$ cat src/rtl/ewb_queue.sv
// External write buffer between the L2 memory side and physical memory: queues victim
// writebacks, forwards hits, lets misses bypass. Optional coalescing via EWB_COALESCE_EN.
module ewb_queue #(
  parameter int unsigned DEPTH  = 4,
  parameter int unsigned LINE_W = 256,
  parameter int unsigned ADDR_W = 32
) (
  input  logic                       clk,
  input  logic                       rst,
  input  logic                       cache_read,
  input  logic                       cache_write,
  input  logic [ADDR_W-1:0]          cache_addr,
  input  logic [LINE_W-1:0]          cache_wdata,
  output logic                       cache_resp,
  output logic [LINE_W-1:0]          cache_rdata,
  output logic                       mem_read,
  output logic                       mem_write,
  output logic [ADDR_W-1:0]          mem_address,
  output logic [LINE_W-1:0]          mem_wdata,
  input  logic [LINE_W-1:0]          mem_rdata,
  input  logic                       mem_resp,
  output logic [$clog2(DEPTH+1)-1:0] occupancy,
  output logic [31:0]                ewb_writes_count,
  input  logic                       ewb_writes_reset
);

  localparam int unsigned OFF_W = $clog2(LINE_W / 8);
  localparam int unsigned PTR_W = $clog2(DEPTH);
  localparam int unsigned CNT_W = $clog2(DEPTH + 1);
  localparam logic [ADDR_W-1:0] LINE_MASK = {ADDR_W{1'b1}} << OFF_W;

  typedef enum logic [1:0] {
    IDLE,
    RD,
    WR,
    RESP
  } state_t;

  state_t              state;
  logic [PTR_W-1:0]    head;
  logic [PTR_W-1:0]    tail;
  logic [CNT_W-1:0]    count;
  logic [DEPTH-1:0]    valid;
  logic [ADDR_W-1:0]   line_addr [DEPTH];
  logic [LINE_W-1:0]   line_data [DEPTH];
  logic                resp_q;
  logic [LINE_W-1:0]   rdata_q;

  logic [ADDR_W-1:0]   req_line;
  logic                full;
  logic                rd_hit;
  logic [PTR_W-1:0]    rd_idx;
  logic                co_hit;
  logic [PTR_W-1:0]    co_idx;
  logic [PTR_W-1:0]    scan_idx;
  logic                wr_accept;
  logic [PTR_W-1:0]    wr_idx;
  logic                rd_done;
  logic                pop;

  assign req_line = cache_addr & LINE_MASK;
  assign full     = (count == CNT_W'(DEPTH));

  // Scan oldest to youngest so the last match seen is the youngest one.
  always_comb begin
    rd_hit   = 1'b0;
    rd_idx   = head;
    co_hit   = 1'b0;
    co_idx   = head;
    scan_idx = head;
    for (int unsigned i = 0; i < DEPTH; i++) begin
      scan_idx = head + PTR_W'(i);
      if (valid[scan_idx] && (line_addr[scan_idx] == req_line)) begin
        rd_hit = 1'b1;
        rd_idx = scan_idx;
`ifdef EWB_COALESCE_EN
        if (!((state == WR) && (scan_idx == head))) begin
          co_hit = 1'b1;
          co_idx = scan_idx;
        end
`endif
      end
    end
  end

  assign wr_accept = (state == IDLE) && !cache_read && cache_write && (co_hit || !full);
  assign wr_idx    = co_hit ? co_idx : tail;
  assign rd_done   = (state == RD) && mem_resp;
  assign pop       = (state == WR) && mem_resp;

  // Miss data is passed straight through in the mem_resp cycle.
  assign cache_resp  = resp_q | rd_done;
  assign cache_rdata = rd_done ? mem_rdata : rdata_q;
  assign occupancy   = count;

  // Line payload storage; not reset, qualified by the valid bits.
  always_ff @(posedge clk) begin
    if (wr_accept) begin
      line_data[wr_idx] <= cache_wdata;
    end
  end

  // Control FSM, queue pointers and registered downstream outputs.
  always_ff @(posedge clk or posedge rst) begin
    if (rst) begin
      state       <= IDLE;
      head        <= '0;
      tail        <= '0;
      count       <= '0;
      valid       <= '0;
      resp_q      <= 1'b0;
      rdata_q     <= '0;
      mem_read    <= 1'b0;
      mem_write   <= 1'b0;
      mem_address <= '0;
      mem_wdata   <= '0;
      for (int unsigned i = 0; i < DEPTH; i++) begin
        line_addr[i] <= '0;
      end
    end else begin
      resp_q <= 1'b0;
      case (state)
        IDLE: begin
          if (cache_read && rd_hit) begin
            rdata_q <= line_data[rd_idx];
            resp_q  <= 1'b1;
            state   <= RESP;
          end else if (cache_read) begin
            mem_read    <= 1'b1;
            mem_address <= req_line;
            state       <= RD;
          end else if (wr_accept) begin
            if (!co_hit) begin
              valid[tail]     <= 1'b1;
              line_addr[tail] <= req_line;
              tail            <= tail + PTR_W'(1);
              count           <= count + CNT_W'(1);
            end
            resp_q <= 1'b1;
            state  <= RESP;
          end else if (count != '0) begin
            mem_write   <= 1'b1;
            mem_address <= line_addr[head];
            mem_wdata   <= line_data[head];
            state       <= WR;
          end
        end
        RD: begin
          if (mem_resp) begin
            mem_read    <= 1'b0;
            mem_address <= '0;
            state       <= RESP;
          end
        end
        WR: begin
          if (mem_resp) begin
            mem_write   <= 1'b0;
            mem_address <= '0;
            mem_wdata   <= '0;
            valid[head] <= 1'b0;
            head        <= head + PTR_W'(1);
            count       <= count - CNT_W'(1);
            state       <= IDLE;
          end
        end
        RESP: begin
          state <= IDLE;
        end
        default: begin
          state <= IDLE;
        end
      endcase
    end
  end

  // Completed-drain counter; software clear beats a same-cycle increment.
  always_ff @(posedge clk or posedge rst) begin
    if (rst) begin
      ewb_writes_count <= '0;
    end else if (ewb_writes_reset) begin
      ewb_writes_count <= '0;
    end else if (pop) begin
      ewb_writes_count <= ewb_writes_count + 32'd1;
    end
  end

endmodule

$ cat config.mk
export PLATFORM = sky130hd
export DESIGN_NAME = ewb_queue
export DESIGN_NICKNAME = d
export VERILOG_FILES = /design/src/rtl/ewb_queue.sv
export SDC_FILE = /design/constraint.sdc
export NUM_CORES = 2
export LEC_CHECK = 0
export ABC_AREA = 0
export BUFFER_PORTS_ARGS = -buffer_cell sky130_fd_sc_hd__buf_2
export CORE_AREA = 2 2 442 444
export DETAILED_ROUTE_END_ITERATION = 10
export DIE_AREA = 0 0 444 446
export MAX_ROUTING_LAYER = met4
export PLACE_DENSITY = 0.72
export SYNTH_ARGS = -nofsm -noshare
export SYNTH_HDL_FRONTEND = slang
export SYNTH_SLANG_ARGS = --single-unit
$ cat constraint.sdc
create_clock -name clk -period 49.9 [get_ports clk]
set_input_delay 4.99 -clock clk [delete_from_list [all_inputs] [get_ports clk]]
set_output_delay 4.99 -clock clk [all_outputs]
set_load 0.02 [all_outputs]
==> results.md <==
* Status: complete, no violations
* Post-Synth Simple-Gate Area at 5.45%
* R2R Setup Slk at 40.25 ns
* Buffer and inverter count on the worst path at 5
* Wire length of the first global-routing pass at 351 mm
* YS warnings at 0
* Clock power share at 24.1%
* Mean number of vias per cell at 5.71
* Clock transition at path regs at 0.06 ns
* Total CTS buffers at 177
* TritonCTS sink count at 1719
* Seq/Total Area, Yosys at 61.1%
* Switch Pwr at 2180 uW
* Placed Cells at 8674
* Synth cell types at 76
* Design internal power at 3470 uW
* Count of flip-flops with a built-in enable after synthesis at 1024
* CTS max path bufs at 3
* Switching part of the total power at 38.7%
* Leakage at 0.0383 uW
* Max-slew violations at 0
* Crit path kind: input port to output pin
* Final setup viols at 0
* Share of cells above drive strength 1 at 35.1%
* Ports at 1132
* Launching point of the worst reg2reg path: co_idx[0]
* GP Congestion at 0.923
* Worst EP required at 44.91 ns
* Mapped Area at 78800 um2
* Chip width at 444 um
* Cells after Synth at 5329
* CTS tree: yes
* Residual DRC at 0
* Most common cell in the netlist: edfxtp_1
* Root Buffer: clkbuf_16
* Pwr per Cell Area at 61.3 nW/um2
* Drt wl/cell at 27.0 um
* FFs w/ async S/R, synth at 40.4%
* Worst r2r path cells at 15
* Clock Latency Late Sink at 0.84 ns
* Final worst-path cycle share at 26.9%
* Ys flop type: edfxtp_1
* Total setup buffers inserted after CTS at 0
* DRT iter0 DRCs at 4968
* Die H at 446 um
* Die ar. at 198000 um2
* Setup TNS at 0 ns
* DRT antenna net count at 0
* Clock Skews at 0.0587 ns
* Hold-fix buffers, CTS at 0
* Dpl ws at 36.52 ns
* DP HPWL at 162 mm
* Delay-heaviest family, CP: buffers and inverters
* Slack of the critical path at 36.47 ns
* Post-Syn Area per Cell at 14.8 um2
* Antenna violations before repair at 90
* Commonest cells in the netlist: 1024 x edfxtp_1, 900 x nand2_1, 695 x dfrtp_1
* Relative slew margins at 21.5%
* Cts repair resizes at 0
* Worst setup EP type: output pin
* Reg power frac at 33.0%
* Finished Layout Cells at 9087
* Top post-synthesis cells by area: edfxtp_1 39%, dfrtp_1 22%, mux4_2 9.2%
* Crit Path Max Fanout at 62
* Post-synthesis xor/xnor area fraction at 1.47%
* Logic pwr share at 42.9%
* Critical path depth in cells at 7
* TritonRoute pass-1 iters at 6
* Hold WS at 0.472 ns
* Fin. Hold Viols at 0
* Largest net degree at the start of global routing at 201
* WL final at 246 mm
* Reg-to-reg endpoint: rdata_q[149]
* Synth top area share at 39.0%
* Yosys top cell by area: edfxtp_1
* Post-layout min period at 13.43 ns
* CP max stage delay at 0.71 ns
* Layout fillers at 16700
* Largest family of logic cells by synthesized area: multiplexers
* Core box area at 194000 um2
* Number of global-route vias before repair at 51100
* FP Rows at 162
* Final #Nets at 6874
* Max-cap viol count at 0
* Final design utilization at 47.6%
* Fmax at 74.5 MHz
* GRT Total Usage at 24.8%
* Critical path launch point type: input port
* Initial core utilization at 40.7%
* RSZ-0062 raised after global routing: false
* Most common cell on crit path: buf_4
* Area grow syn2layout at 17.0%
* Synth Area in Adders at 0.216%
* Worst Setup EP: cache_rdata[158]
* CP arrival at 8.44 ns
* GRT overflow at 0
* Critical Path, Cell by Cell: buf_2 -> nand2_4 -> buf_4 -> buf_4 -> buf_4 -> mux2_2 -> buf_2
* Slowest CP cell: buf_4
* Mux cell area share after synthesis at 22.1%
* Peak VDD IR at 0.0498 mV
* I/O Buffers at 1121
* Synth Area in Compound Gates at 6.39%
* Hold Path Class: register to register
* #FFs+latches synth at 1719
* Critical Path Start: mem_resp
* Htree depth at 4
* Via count at 51900
* Worst slew pin tran at 1.17 ns
## cells by family after synthesis
logic type / after synthesis
AOI/OAI and AO/OA: 672
muxes: 1293
DFF: 1719
adders and majority gates: 13
other: 1
buffers and inverters: 433
xor gates and xnor gates: 132
and+or+nand+nor: 1066
## tightest hold or removal path, stage by stage, from the launching register on
cell and delay [ns]:
dfrtp_1 0.34, nand2_1 0.04, o21ai_0 0.06
## routing by layer
metal | routed length, um | GRT usage (%)
met3 | 21900 | 6.39
met2 | 118000 | 38.0
met4 | 11800 | 11.8
met1 | 94200 | 30.7
met5 | 0 | -
## worst min-delay path by stage
| stage | endpoint | cells past startpoint | from | slack, ns |
|---|---|---|---|---|
| floorplan | rdata_q[0] | 2 | rdata_q[0] | 0.45 |
| global placement | mem_wdata[27] | 2 | mem_wdata[27] | 0.46 |
| detailed placement | mem_wdata[156] | 2 | mem_wdata[156] | 0.46 |
| CTS | mem_wdata[25] | 2 | mem_wdata[25] | 0.48 |
| global route | mem_wdata[78] | 2 | mem_wdata[78] | 0.49 |
| finish | mem_wdata[156] | 2 | mem_wdata[156] | 0.47 |
## layout by cell type, fill, tap and decap left out, types with 11 or more instances in the layout
cell type / n
xor2_1: 41
clkbuf_1: 37
xnor2_1: 91
mux2_2: 348
bufinv_16: 13
buf_2: 1121
inv_1: 19
edfxtp_1: 1024
mux4_2: 322
nand4_1: 18
nand3_1: 26
mux2_1: 20
nor2_1: 63
o221ai_2: 82
clkbuf_8: 33
clkbuf_16: 178
nand2_1: 897
buf_4: 78
mux2i_1: 603
ha_1: 11
dfrtp_1: 693
clkinvlp_4: 13
clkinv_2: 30
a21oi_1: 48
diode_2: 84
o21ai_0: 308
o221ai_1: 179
## flip-flops by register name (all words and copies together) (netlist names), 3 cells and up
name and cells:
line_data 1024, mem_wdata 256, rdata_q 256, line_addr 108
ewb_writes_count 32, mem_address 27, valid 4, occupancy 3
## final cells by class
type	instances	area (um2)	share of cell area, %
sequential	1719	48100	52.2
tap	2542	3180	3.45
clock inverter	81	951	1.03
timing repair buffer	1204	6300	6.83
multi-input combinational	3181	28200	30.6
antenna	84	210	0.228
clock buffer	248	5050	5.48
inverter	28	150	0.163
## power by group through the flow
| stage | logic (uW) | registers [uW] | clock network [uW] |
|---|---|---|---|
| after floorplan | 1770 | 1980 | 0 |
| after global placement | 2390 | 1870 | 0 |
| after detailed placement | 2420 | 1890 | 0 |
| after CTS | 2430 | 1860 | 1380 |
| after global routing | 2590 | 1890 | 1430 |
| final | 2430 | 1860 | 1360 |
## stage by stage
step                instance area (um2)  total power [uW]
finish                            92200              5650
global route                      92100              5910
CTS                               91900              5680
detailed placement                85900              4310
global placement                  85900              4270
floorplan                         78800              3760
(Power assumes the default switching activity.)
